==> src/rtl/l2_req_arbiter_pkg.sv <==
// Shared types and defaults for the L1-to-L2 request arbiter.
// Package l2_arb_pkg; the perf helper is only used when L2_ARB_PERF_EN is defined.
package l2_arb_pkg;

    localparam int TNUM_DEF = 18;
    localparam int INUM_DEF = 8;

    typedef enum logic [2:0] {
        IDLE,
        SERVE_I,
        SERVE_D,
        RELEASE,
        FLUSH
    } arb_state_t;

    typedef enum logic {
        CMD_RD,
        CMD_WR
    } cmd_t;

    function automatic logic [31:0] sat_inc(input logic [31:0] v);
        return (v == 32'hFFFF_FFFF) ? v : v + 32'd1;
    endfunction

endpackage

==> src/rtl/l2_req_arbiter_if.sv <==
// Single L2_controller request port: the arbiter is the master, the L2 controller the slave.
interface l2_req_arbiter_if #(
    parameter int TNUM = 18,
    parameter int INUM = 26 - TNUM
);
    logic            read_L1_L2;
    logic            write_L1_L2;
    logic [TNUM-1:0] tag_L1_L2;
    logic [INUM-1:0] index_L1_L2;
    logic            flush;
    logic            ready_L2_L1;

    modport master (
        output read_L1_L2, write_L1_L2, tag_L1_L2, index_L1_L2, flush,
        input  ready_L2_L1
    );

    modport slave (
        input  read_L1_L2, write_L1_L2, tag_L1_L2, index_L1_L2, flush,
        output ready_L2_L1
    );
endinterface

==> src/rtl/l2_req_arbiter_rr_arb2.sv <==
// Two-way round-robin pick between the I and D requesters, plus the last-grant register.
module rr_arb2 (
    input  logic clk,
    input  logic rst,
    input  logic req_i,
    input  logic req_d,
    input  logic update,
    output logic gnt_i,
    output logic gnt_d
);
    // Set when D won the most recent grant; reset to I so D wins the first tie.
    logic last_d_q, last_d_d;

    // NOTE: every signal written here gets a default first so no latch is inferred.
    always_comb begin
        gnt_d    = req_d && (!req_i || !last_d_q);
        gnt_i    = req_i && !gnt_d;
        last_d_d = last_d_q;
        if (update) begin
            last_d_d = gnt_d;
        end
    end

    // NOTE: state is updated with non-blocking assignments so every flop samples pre-edge values.
    always_ff @(posedge clk or posedge rst) begin
        if (rst) begin
            last_d_q <= 1'b0;
        end else begin
            last_d_q <= last_d_d;
        end
    end
endmodule

==> src/rtl/l2_req_arbiter.sv <==
// Arbitrates the L1 I/D caches onto one L2 request port and sequences flush pulses.
// Optional macro L2_ARB_PERF_EN adds saturating grant/conflict counters and their ports.
module l2_req_arbiter
    import l2_arb_pkg::*;
#(
    parameter int TNUM = TNUM_DEF,
    parameter int INUM = 26 - TNUM
) (
    input  logic            clk,
    input  logic            rst,
    input  logic            read_I_L2,
    input  logic [TNUM-1:0] tag_I_L2,
    input  logic [INUM-1:0] index_I_L2,
    output logic            ready_L2_I,
    input  logic            read_D_L2,
    input  logic            write_D_L2,
    input  logic [TNUM-1:0] tag_D_L2,
    input  logic [INUM-1:0] index_D_L2,
    output logic            ready_L2_D,
    input  logic            flush_req,
    output logic            grant_D,
    output logic            busy,
    l2_req_arbiter_if.master l2
`ifdef L2_ARB_PERF_EN
    ,
    output logic [31:0]     perf_grant_I,
    output logic [31:0]     perf_grant_D,
    output logic [31:0]     perf_conflict
`endif
);
    arb_state_t      state_q, state_d;
    logic            flush_pend_q, flush_pend_d;
    logic [TNUM-1:0] lat_tag_q, lat_tag_d;
    logic [INUM-1:0] lat_index_q, lat_index_d;
    cmd_t            lat_cmd_q, lat_cmd_d;
    logic            read_q, read_d;
    logic            write_q, write_d;
    logic [TNUM-1:0] tag_q, tag_d;
    logic [INUM-1:0] index_q, index_d;
    logic            flush_q, flush_d;
    logic            grant_d_q, grant_d_d;
    logic            busy_q, busy_d;

    logic req_i, req_d, gnt_i, gnt_d, flush_go, grant_upd, in_serve;

    assign req_i    = read_I_L2;
    assign req_d    = read_D_L2 | write_D_L2;
    assign flush_go = flush_pend_q | flush_req;

    rr_arb2 u_rr (
        .clk    (clk),
        .rst    (rst),
        .req_i  (req_i),
        .req_d  (req_d),
        .update (grant_upd),
        .gnt_i  (gnt_i),
        .gnt_d  (gnt_d)
    );

    always_comb begin
        state_d      = state_q;
        flush_pend_d = flush_pend_q;
        lat_tag_d    = lat_tag_q;
        lat_index_d  = lat_index_q;
        lat_cmd_d    = lat_cmd_q;
        grant_upd    = 1'b0;

        case (state_q)
            IDLE: begin
                if (flush_go) begin
                    state_d = FLUSH;
                end else if (gnt_d) begin
                    state_d     = SERVE_D;
                    grant_upd   = 1'b1;
                    lat_tag_d   = tag_D_L2;
                    lat_index_d = index_D_L2;
                    lat_cmd_d   = write_D_L2 ? CMD_WR : CMD_RD;
                end else if (gnt_i) begin
                    state_d     = SERVE_I;
                    grant_upd   = 1'b1;
                    lat_tag_d   = tag_I_L2;
                    lat_index_d = index_I_L2;
                    lat_cmd_d   = CMD_RD;
                end
            end
            SERVE_I, SERVE_D: begin
                if (l2.ready_L2_L1) begin
                    state_d = RELEASE;
                end
            end
            RELEASE: state_d = IDLE;
            FLUSH: begin
                state_d      = IDLE;
                flush_pend_d = 1'b0;
            end
            default: state_d = IDLE;
        endcase

        // A flush arriving mid-access waits until the port is back in IDLE.
        if (flush_req && state_q != IDLE && state_q != FLUSH) begin
            flush_pend_d = 1'b1;
        end

        // Outputs are registered from the next state, so they line up with state_q.
        in_serve  = (state_d == SERVE_I) || (state_d == SERVE_D);
        read_d    = in_serve && (lat_cmd_d == CMD_RD);
        write_d   = in_serve && (lat_cmd_d == CMD_WR);
        tag_d     = in_serve ? lat_tag_d : '0;
        index_d   = in_serve ? lat_index_d : '0;
        flush_d   = (state_d == FLUSH);
        grant_d_d = (state_d == SERVE_D);
        busy_d    = (state_d != IDLE);
    end

    always_ff @(posedge clk or posedge rst) begin
        if (rst) begin
            state_q      <= IDLE;
            flush_pend_q <= 1'b0;
            lat_tag_q    <= '0;
            lat_index_q  <= '0;
            lat_cmd_q    <= CMD_RD;
            read_q       <= 1'b0;
            write_q      <= 1'b0;
            tag_q        <= '0;
            index_q      <= '0;
            flush_q      <= 1'b0;
            grant_d_q    <= 1'b0;
            busy_q       <= 1'b0;
        end else begin
            state_q      <= state_d;
            flush_pend_q <= flush_pend_d;
            lat_tag_q    <= lat_tag_d;
            lat_index_q  <= lat_index_d;
            lat_cmd_q    <= lat_cmd_d;
            read_q       <= read_d;
            write_q      <= write_d;
            tag_q        <= tag_d;
            index_q      <= index_d;
            flush_q      <= flush_d;
            grant_d_q    <= grant_d_d;
            busy_q       <= busy_d;
        end
    end

    assign l2.read_L1_L2  = read_q;
    assign l2.write_L1_L2 = write_q;
    assign l2.tag_L1_L2   = tag_q;
    assign l2.index_L1_L2 = index_q;
    assign l2.flush       = flush_q;
    assign grant_D        = grant_d_q;
    assign busy           = busy_q;
    assign ready_L2_I     = (state_q == SERVE_I) && l2.ready_L2_L1;
    assign ready_L2_D     = (state_q == SERVE_D) && l2.ready_L2_L1;

`ifdef L2_ARB_PERF_EN
    logic [31:0] pg_i_q, pg_i_d, pg_d_q, pg_d_d, pc_q, pc_d;

    always_comb begin
        pg_i_d = pg_i_q;
        pg_d_d = pg_d_q;
        pc_d   = pc_q;
        if (state_q == IDLE && !flush_go && gnt_i) pg_i_d = sat_inc(pg_i_q);
        if (state_q == IDLE && !flush_go && gnt_d) pg_d_d = sat_inc(pg_d_q);
        if (state_q == IDLE && req_i && req_d)     pc_d   = sat_inc(pc_q);
    end

    always_ff @(posedge clk or posedge rst) begin
        if (rst) begin
            pg_i_q <= '0;
            pg_d_q <= '0;
            pc_q   <= '0;
        end else begin
            pg_i_q <= pg_i_d;
            pg_d_q <= pg_d_d;
            pc_q   <= pc_d;
        end
    end

    assign perf_grant_I  = pg_i_q;
    assign perf_grant_D  = pg_d_q;
    assign perf_conflict = pc_q;
`endif
endmodule

==> src/flat_wrapper.sv <==
// flat-port wrapper written by rule: the top's interface ports become plain ports
module l2_req_arbiter_flat import l2_arb_pkg::*;
#(
    parameter int TNUM = TNUM_DEF,
    parameter int INUM = 26 - TNUM
)
  (clk, rst, read_I_L2, tag_I_L2, index_I_L2, ready_L2_I, read_D_L2, write_D_L2, tag_D_L2, index_D_L2, ready_L2_D, flush_req, grant_D, busy, l2_read_L1_L2, l2_write_L1_L2, l2_tag_L1_L2, l2_index_L1_L2, l2_flush, l2_ready_L2_L1);
  l2_req_arbiter_if #(.TNUM(TNUM), .INUM(INUM)) l2_i ();
  input  logic clk;
  input  logic rst;
  input  logic read_I_L2;
  input  logic [TNUM-1:0] tag_I_L2;
  input  logic [INUM-1:0] index_I_L2;
  output logic ready_L2_I;
  input  logic read_D_L2;
  input  logic write_D_L2;
  input  logic [TNUM-1:0] tag_D_L2;
  input  logic [INUM-1:0] index_D_L2;
  output logic ready_L2_D;
  input  logic flush_req;
  output logic grant_D;
  output logic busy;
  output wire logic [$bits(l2_i.read_L1_L2)-1:0] l2_read_L1_L2;
  output wire logic [$bits(l2_i.write_L1_L2)-1:0] l2_write_L1_L2;
  output wire logic [$bits(l2_i.tag_L1_L2)-1:0] l2_tag_L1_L2;
  output wire logic [$bits(l2_i.index_L1_L2)-1:0] l2_index_L1_L2;
  output wire logic [$bits(l2_i.flush)-1:0] l2_flush;
  input wire logic [$bits(l2_i.ready_L2_L1)-1:0] l2_ready_L2_L1;
  assign l2_read_L1_L2 = l2_i.read_L1_L2;
  assign l2_write_L1_L2 = l2_i.write_L1_L2;
  assign l2_tag_L1_L2 = l2_i.tag_L1_L2;
  assign l2_index_L1_L2 = l2_i.index_L1_L2;
  assign l2_flush = l2_i.flush;
  assign l2_i.ready_L2_L1 = l2_ready_L2_L1;
  l2_req_arbiter #(.TNUM(TNUM), .INUM(INUM)) u_core (.clk(clk), .rst(rst), .read_I_L2(read_I_L2), .tag_I_L2(tag_I_L2), .index_I_L2(index_I_L2), .ready_L2_I(ready_L2_I), .read_D_L2(read_D_L2), .write_D_L2(write_D_L2), .tag_D_L2(tag_D_L2), .index_D_L2(index_D_L2), .ready_L2_D(ready_L2_D), .flush_req(flush_req), .grant_D(grant_D), .busy(busy), .l2(l2_i));
endmodule
==> config.mk <==
export PLATFORM = sky130hd
export DESIGN_NAME = l2_req_arbiter_flat
export DESIGN_NICKNAME = d
export VERILOG_FILES = /design/src/rtl/l2_req_arbiter_pkg.sv /design/src/rtl/l2_req_arbiter_if.sv /design/src/rtl/l2_req_arbiter_rr_arb2.sv /design/src/rtl/l2_req_arbiter.sv /design/src/flat_wrapper.sv
export SDC_FILE = /design/constraint.sdc
export NUM_CORES = 1
export LEC_CHECK = 0
export ABC_AREA = 1
export BUFFER_PORTS_ARGS = -buffer_cell sky130_fd_sc_hd__clkbuf_2
export CORE_MARGIN = 10
export CORE_UTILIZATION = 49
export CTS_CLUSTER_DIAMETER = 80
export DETAILED_ROUTE_END_ITERATION = 10
export PLACE_DENSITY = 0.78
export SLEW_MARGIN = 20
export SYNTH_ARGS = -nofsm -noshare
export SYNTH_HDL_FRONTEND = slang
export SYNTH_HIERARCHICAL = 1
export SYNTH_SLANG_ARGS = --single-unit
==> constraint.sdc <==
create_clock -name clk -period 2.35 [get_ports clk]
set_clock_uncertainty 0.05 [all_clocks]
set_input_delay 0.235 -clock clk [delete_from_list [all_inputs] [get_ports clk]]
set_output_delay 0.235 -clock clk [all_outputs]
set_load 0.05 [all_outputs]
==> results of run 1 <==
-- report_power, final --
group,total [mW],switching [mW],internal [mW],leakage (nW)
combinational,2.18,1.58,0.592,0.843
sequential,1.66,0.129,1.53,0.772
clock,0.891,0.377,0.514,0.100
-- metal layers --
layer	global-route usage	wire (um)
met5	0	0
met4	0.0797	108
met3	0.0671	730
met2	0.248	3190
met1	0.183	2680
-- registers in the layout, summed over array words and instances, names as in the netlist --
signal and count:
u_core/grant_D 1, u_core/busy 1, u_core/l2.flush 1, u_core/state_q 3
u_core/l2.read_L1_L2 1, u_core/l2.tag_L1_L2 18, u_core/u_rr/last_d_q 1, u_core/lat_tag_q 18
u_core/l2.index_L1_L2 8, u_core/l2.write_L1_L2 1, u_core/lat_index_q 8, u_core/lat_cmd_q 1
u_core/flush_pend_q 1
-- what timing repair did --
item                      CTS  global route
hold buffers                1             0
resized for setup           0             0
hold endpoints to repair   28             0
-- logic make-up (layout without fill, tap and decap cells) --
family          Yosys count  count (layout)  synth area share
buf+inv                  54             154             0.102
simple gates             67              67             0.122
compound gates           83              83             0.184
flops                    63              63             0.592
-- cell type report --
cell class | instances | area [um^2]
clock buffers | 12 | 145
inverters | 40 | 150
fillers | 434 | 1820
repair buffers | 98 | 536
clock inverters | 4 | 45.0
flip-flops and latches | 63 | 1580
well taps | 70 | 87.6
multi-input cells | 150 | 815
-- worst max-delay path, cell delays in order (launching register included) --
cell and delay [ns]:
dfrtp_1 0.39, nand2_2 0.09, and2_1 0.27, inv_2 0.15, nand2_2 0.41, o22ai_1 0.13
nand2_1 0.08, o21ai_0 0.11, a21oi_1 0.16
-- worst max-delay path by stage --
| stage | from | to | slack (ns) | depth (start not counted) |
|---|---|---|---|---|
| CTS | u_core/u_rr/last_d_q | u_core/l2.tag_L1_L2[3] | 0.48 | 8 |
| global placement | write_D_L2 | u_core/lat_tag_q[16] | 0.34 | 9 |
| detailed placement | write_D_L2 | u_core/lat_index_q[4] | 0.25 | 9 |
| global route | u_core/u_rr/last_d_q | u_core/l2.tag_L1_L2[3] | 0.17 | 8 |
| floorplan | rst | u_core/busy | 0.52 | 1 |
| finish | u_core/u_rr/last_d_q | u_core/l2.tag_L1_L2[3] | 0.43 | 8 |
-- through the flow --
stage | total power, mW | hold WS, ns | util | setup WS, ns
2_1_floorplan | 3.41 | -0.0863 | - | 0.524
3_3_place_gp | 3.79 | 0.0239 | 0.610 | 0.344
3_5_place_dp | 3.86 | 0.0319 | 0.610 | 0.252
4_1_cts | 4.76 | 0.138 | 0.649 | 0.478
5_1_grt | 5.07 | 0.144 | 0.649 | 0.174
6_report | 4.72 | 0.145 | 0.649 | 0.432
-- Yosys cell counts --
library cell   n  area share
dfrtp_1       63        0.59
nand2_1       40       0.056
inv_1         35       0.049
o22ai_1       25       0.059
o21ai_0       24       0.045
a21oi_1       20       0.038
a21oi_2       10       0.033
nor2_1         9       0.013
buf_6          5       0.021
inv_2          5      0.0070
nand2_2        5       0.012
buf_2          3      0.0056
buf_4          3      0.0085
o21ai_1        3      0.0056
clkbuf_1       2      0.0028
nand2_4        2      0.0085
nand3_1        2      0.0038
nand4_1        2      0.0047
nor2_4         2      0.0085
a21boi_2       1      0.0042
and2_1         1      0.0024
buf_12         1      0.0075
nor2_2         1      0.0024
nor3_4         1      0.0061
or2_1          1      0.0024
or2_2          1      0.0024
==> results.yml, run 1 <==
worst_setup_path:
  r2r_setup_slack_ns: 0.43
  worstPathRequired_ns: 2.54
  rr_worst_depth: 8
  crit_type: "flop to flop"
  endpoint_kind: "flop"
  r2r_start: "u_core/u_rr/last_d_q"
  cp-start-kind: "flop"
  r2r-end: "u_core/l2.tag_L1_L2[3]"
  crit_arrival_ns: 2.11
  cp_max_fo: 25
timing:
  tns_ns: 0
  setup_viol: 0
  fin_crit_ns: 1.92
  worstMarginPinSlew_ns: 0.590
  fin_crit_sh: 0.816
  fmax_mhz: 521
  final_max_slew_viol_count: 0
  rsz0062_at_grt: "no"
  hold_viol: 0
  relSlewSlack: 0.606
place:
  io_buffers: 91
  dpl_cell_area_mm2: 0.00315
  gp_congestion: 0.854
  hpwl_um: 4810
  post-place-cells: 420
die:
  dieArea_mm2: 0.00878
  start_util: 0.515
  rows: 26
  core_mm2: 0.00517
  die_y_um: 93.7
  ioPinCount: 92
  die_x_um: 93.7
drt:
  wl_per_cell_um: 15.4
  antenna_left: 0
  routed_wl_um: 6710
  via_per_inst: 4.91
  drc: 0
  drtPass1Iterations: 4
  drt_iter0_markers: 117
  vias: 2147
yosys:
  synth_area_per_cell_um2: 9.97
  synth_fp_nets: 326
  synth_area_mm2: 0.00266
  ys_seq_elements: 63
  ys_seq_area_frac: 0.592
  yosys_warnings: 6
  synthCells: 267
  synth_cell_type_count: 26
global_routing:
  antenna_found_initial: 0
  grt_pass1_vias: 2314
  grt-ovfl-total: 0
  grt_first_pass_wirelength_um: 11100
  gr-usage-all-layers: 0.159
  grt_max_degree: 36
cells_and_area:
  design_area_mm2: 0.00335
  final_cells: 437
  area_growth_pct: 26.0
  drive_above_1_share: 0.381
  antenna-diode-count: 0
  final_net_count: 421
  final_cell_mix: "91 x clkbuf_2, 63 x dfrtp_1, 40 x nand2_1"
  layout_commonest_cell: "clkbuf_2"
power_and_ir_drop:
  cellPowerDensity_mw_per_mm2: 1410
  p_leak_nw: 1.71
  ir_worst_vdd_mv: 0.703
cts:
  htreeDepth: 3
  clk_pin_slew_ns: 0.07
  cts_made_buffers: 9
  cts_buffer_depth: 2
  cts_setup_buffers: 0
  cts_tree: "yes"
  clkLatencyLatePin_ns: 0.32
  cts_sinks: 63
  clockRootBuffer: "clkbuf_8"
outcome:
  status: "complete, no violations"
hold_path:
  worstHoldStart: "flush_req"
  holdPathStages: 3
  min_to: "u_core/l2.flush"
  worstHoldPathType: "input port to flop"
flow_run:
  maxCapViolCount: 0
Note: power is estimated with default switching activity, not from simulation.
==> inputs of run 2 (changes only) <==
--- a/config.mk
+++ b/config.mk
@@ -8,10 +8,10 @@
 export ABC_AREA = 1
 export BUFFER_PORTS_ARGS = -buffer_cell sky130_fd_sc_hd__clkbuf_2
 export CORE_MARGIN = 10
-export CORE_UTILIZATION = 49
+export CORE_UTILIZATION = 45
 export CTS_CLUSTER_DIAMETER = 80
 export DETAILED_ROUTE_END_ITERATION = 10
-export PLACE_DENSITY = 0.78
+export PLACE_DENSITY = 0.76
 export SLEW_MARGIN = 20
 export SYNTH_ARGS = -nofsm -noshare
 export SYNTH_HDL_FRONTEND = slang
==> constraint.sdc (replaced) <==
create_clock -name clk -period 1.7 [get_ports clk]
set_clock_uncertainty 0.05 [all_clocks]
set_input_delay 0.17 -clock clk [delete_from_list [all_inputs] [get_ports clk]]
set_output_delay 0.17 -clock clk [all_outputs]
set_load 0.05 [all_outputs]
==> results.yml, run 2 (same netlist as run 1, synthesis figures left out) <==
outcome:
  status: "complete, no violations"
hold_path:
  worstHoldPathType: "input port to flop"
die:
  die_x_um: 96.9
  core_mm2: 0.00561
  rows: 27
  dieArea_mm2: 0.00939
  start_util: 0.475
  die_y_um: 96.9
  ioPinCount: 92
timing:
  hold_viol: 0
  setup_viol: 0
  rsz0062_at_grt: "yes"
  relSlewSlack: 0.736
  final_max_slew_viol_count: 0
  holdWs_ns: 0.103
  worstMarginPinSlew_ns: 0.395
  fin_crit_sh: 0.983
  fin_crit_ns: 1.67
  fmax_mhz: 599
cts:
  clockRootBuffer: "clkbuf_8"
  cts_sinks: 63
  clk_pin_slew_ns: 0.07
  cts_tree: "yes"
  cts_buffer_depth: 2
  htreeDepth: 3
  clkLatencyLatePin_ns: 0.33
  cts_made_buffers: 9
drt:
  antenna_left: 0
  drt_iter0_markers: 55
  dr.max_layer_used: "met4"
  vias: 2252
  routed_wl_um: 7200
  wl_per_cell_um: 15.8
  drc: 0
  drtPass1Iterations: 5
  wl_met1_um: 2980
  dr_wl_met3_um: 602
  via_per_inst: 4.95
  dr_wl_met2_um: 3500
cells_and_area:
  multi_input_area_um2: 875
  fillers: 453
  area_growth_pct: 35.1
  layout_commonest_cell: "clkbuf_2"
  drive_above_1_share: 0.428
  final_net_count: 437
  ff_latch_area_mm2: 0.00158
  final_cell_mix: "91 x clkbuf_2, 63 x dfrtp_1, 39 x nand2_1"
  antenna-diode-count: 0
global_routing:
  gr-usage-all-layers: 0.145
  grt_pass1_vias: 2328
  grt_max_degree: 32
  grt-ovfl-total: 0
  antenna_found_initial: 0
  grt_first_pass_wirelength_um: 11300
worst_setup_path:
  cp-start-kind: "flop"
  crit_arrival_ns: 1.84
  worstPathRequired_ns: 1.87
  cp_max_fo: 9
  endpoint_kind: "flop"
  crit_type: "flop to flop"
place:
  io_buffers: 91
  gp_congestion: 0.799
  hpwl_um: 5050
power_and_ir_drop:
  total_power_mw: 7.12
  ir_worst_vdd_mv: 0.857
  p_leak_nw: 1.82
  cellPowerDensity_mw_per_mm2: 1980
flow_run:
  maxCapViolCount: 0
## run 2: worst paths after layout
| kind | cells after the start | slack (ns) | endpoint | startpoint |
|---|---|---|---|---|
| setup / recovery | 9 | 0.03 | u_core/l2.tag_L1_L2[12] | u_core/state_q[1] |
| hold / removal | 4 | 0.10 | u_core/u_rr/last_d_q | read_I_L2 |
| setup reg to reg | 9 | 0.03 | u_core/l2.tag_L1_L2[12] | u_core/state_q[1] |
| hold reg to reg | 2 | 0.43 | u_core/lat_tag_q[5] | u_core/lat_tag_q[5] |
| max in group asynchronous | 4 | 0.73 | u_core/lat_index_q[4] | rst |
| min in group asynchronous | 3 | 0.20 | u_core/u_rr/last_d_q | rst |
## run 2: per-stage QoR
step / std cells / setup TNS, ns / utilization / cell area, um^2 / setup WS [ns]
2_1_floorplan: 267 / 0 / - / 2670 / 0.0959
3_3_place_gp: 434 / -0.897 / 0.582 / 3260 / -0.0452
3_5_place_dp: 434 / -4.17 / 0.582 / 3260 / -0.141
4_1_cts: 451 / 0 / 0.622 / 3490 / 0.0186
5_1_grt: 455 / -0.892 / 0.641 / 3600 / -0.0529
6_report: 455 / 0 / 0.641 / 3600 / 0.0292
## run 2: report_power, final
group          switching, mW  internal (mW)  total (mW)
Combinational           2.36           1.11        3.47
Clock                  0.582          0.754        1.34
Sequential             0.209           2.11        2.32
Total                   3.15           3.97        7.12
## run 2: layer usage
layer | global-route usage | vias up
met3 | 0.0468 | 10
met5 | 0 | -
li1 | - | 1100
met1 | 0.175 | 1046
met2 | 0.233 | 96
met4 | 0.0609 | 0
## run 2: worst max-delay path, cell delays in order, from the launching register on
cell	delay, ns
dfrtp_1	0.43
nor2_4	0.17
nand2_4	0.10
nor2_4	0.14
nand2_2	0.09
nand2_4	0.13
inv_2	0.07
nand2_4	0.12
clkbuf_16	0.18
a21oi_1	0.07
## run 2: area by class of cell
type | instances | area share
Clock buffer | 11 | 0.0421
Sequential cell | 63 | 0.438
Multi-Input combinational cell | 151 | 0.243
Tap cell | 72 | 0.0250
Clock inverter | 5 | 0.0157
Inverter | 40 | 0.0428
Timing Repair Buffer | 113 | 0.193
## run 2: what timing repair did
item	in CTS	in global routing
hold buffers	1	0
setup buffers	0	2
pin swaps	0	4
endpoints found under the setup margin	18	47
gates cloned	0	2
resized for setup	1	15
hold endpoints to repair	16	0
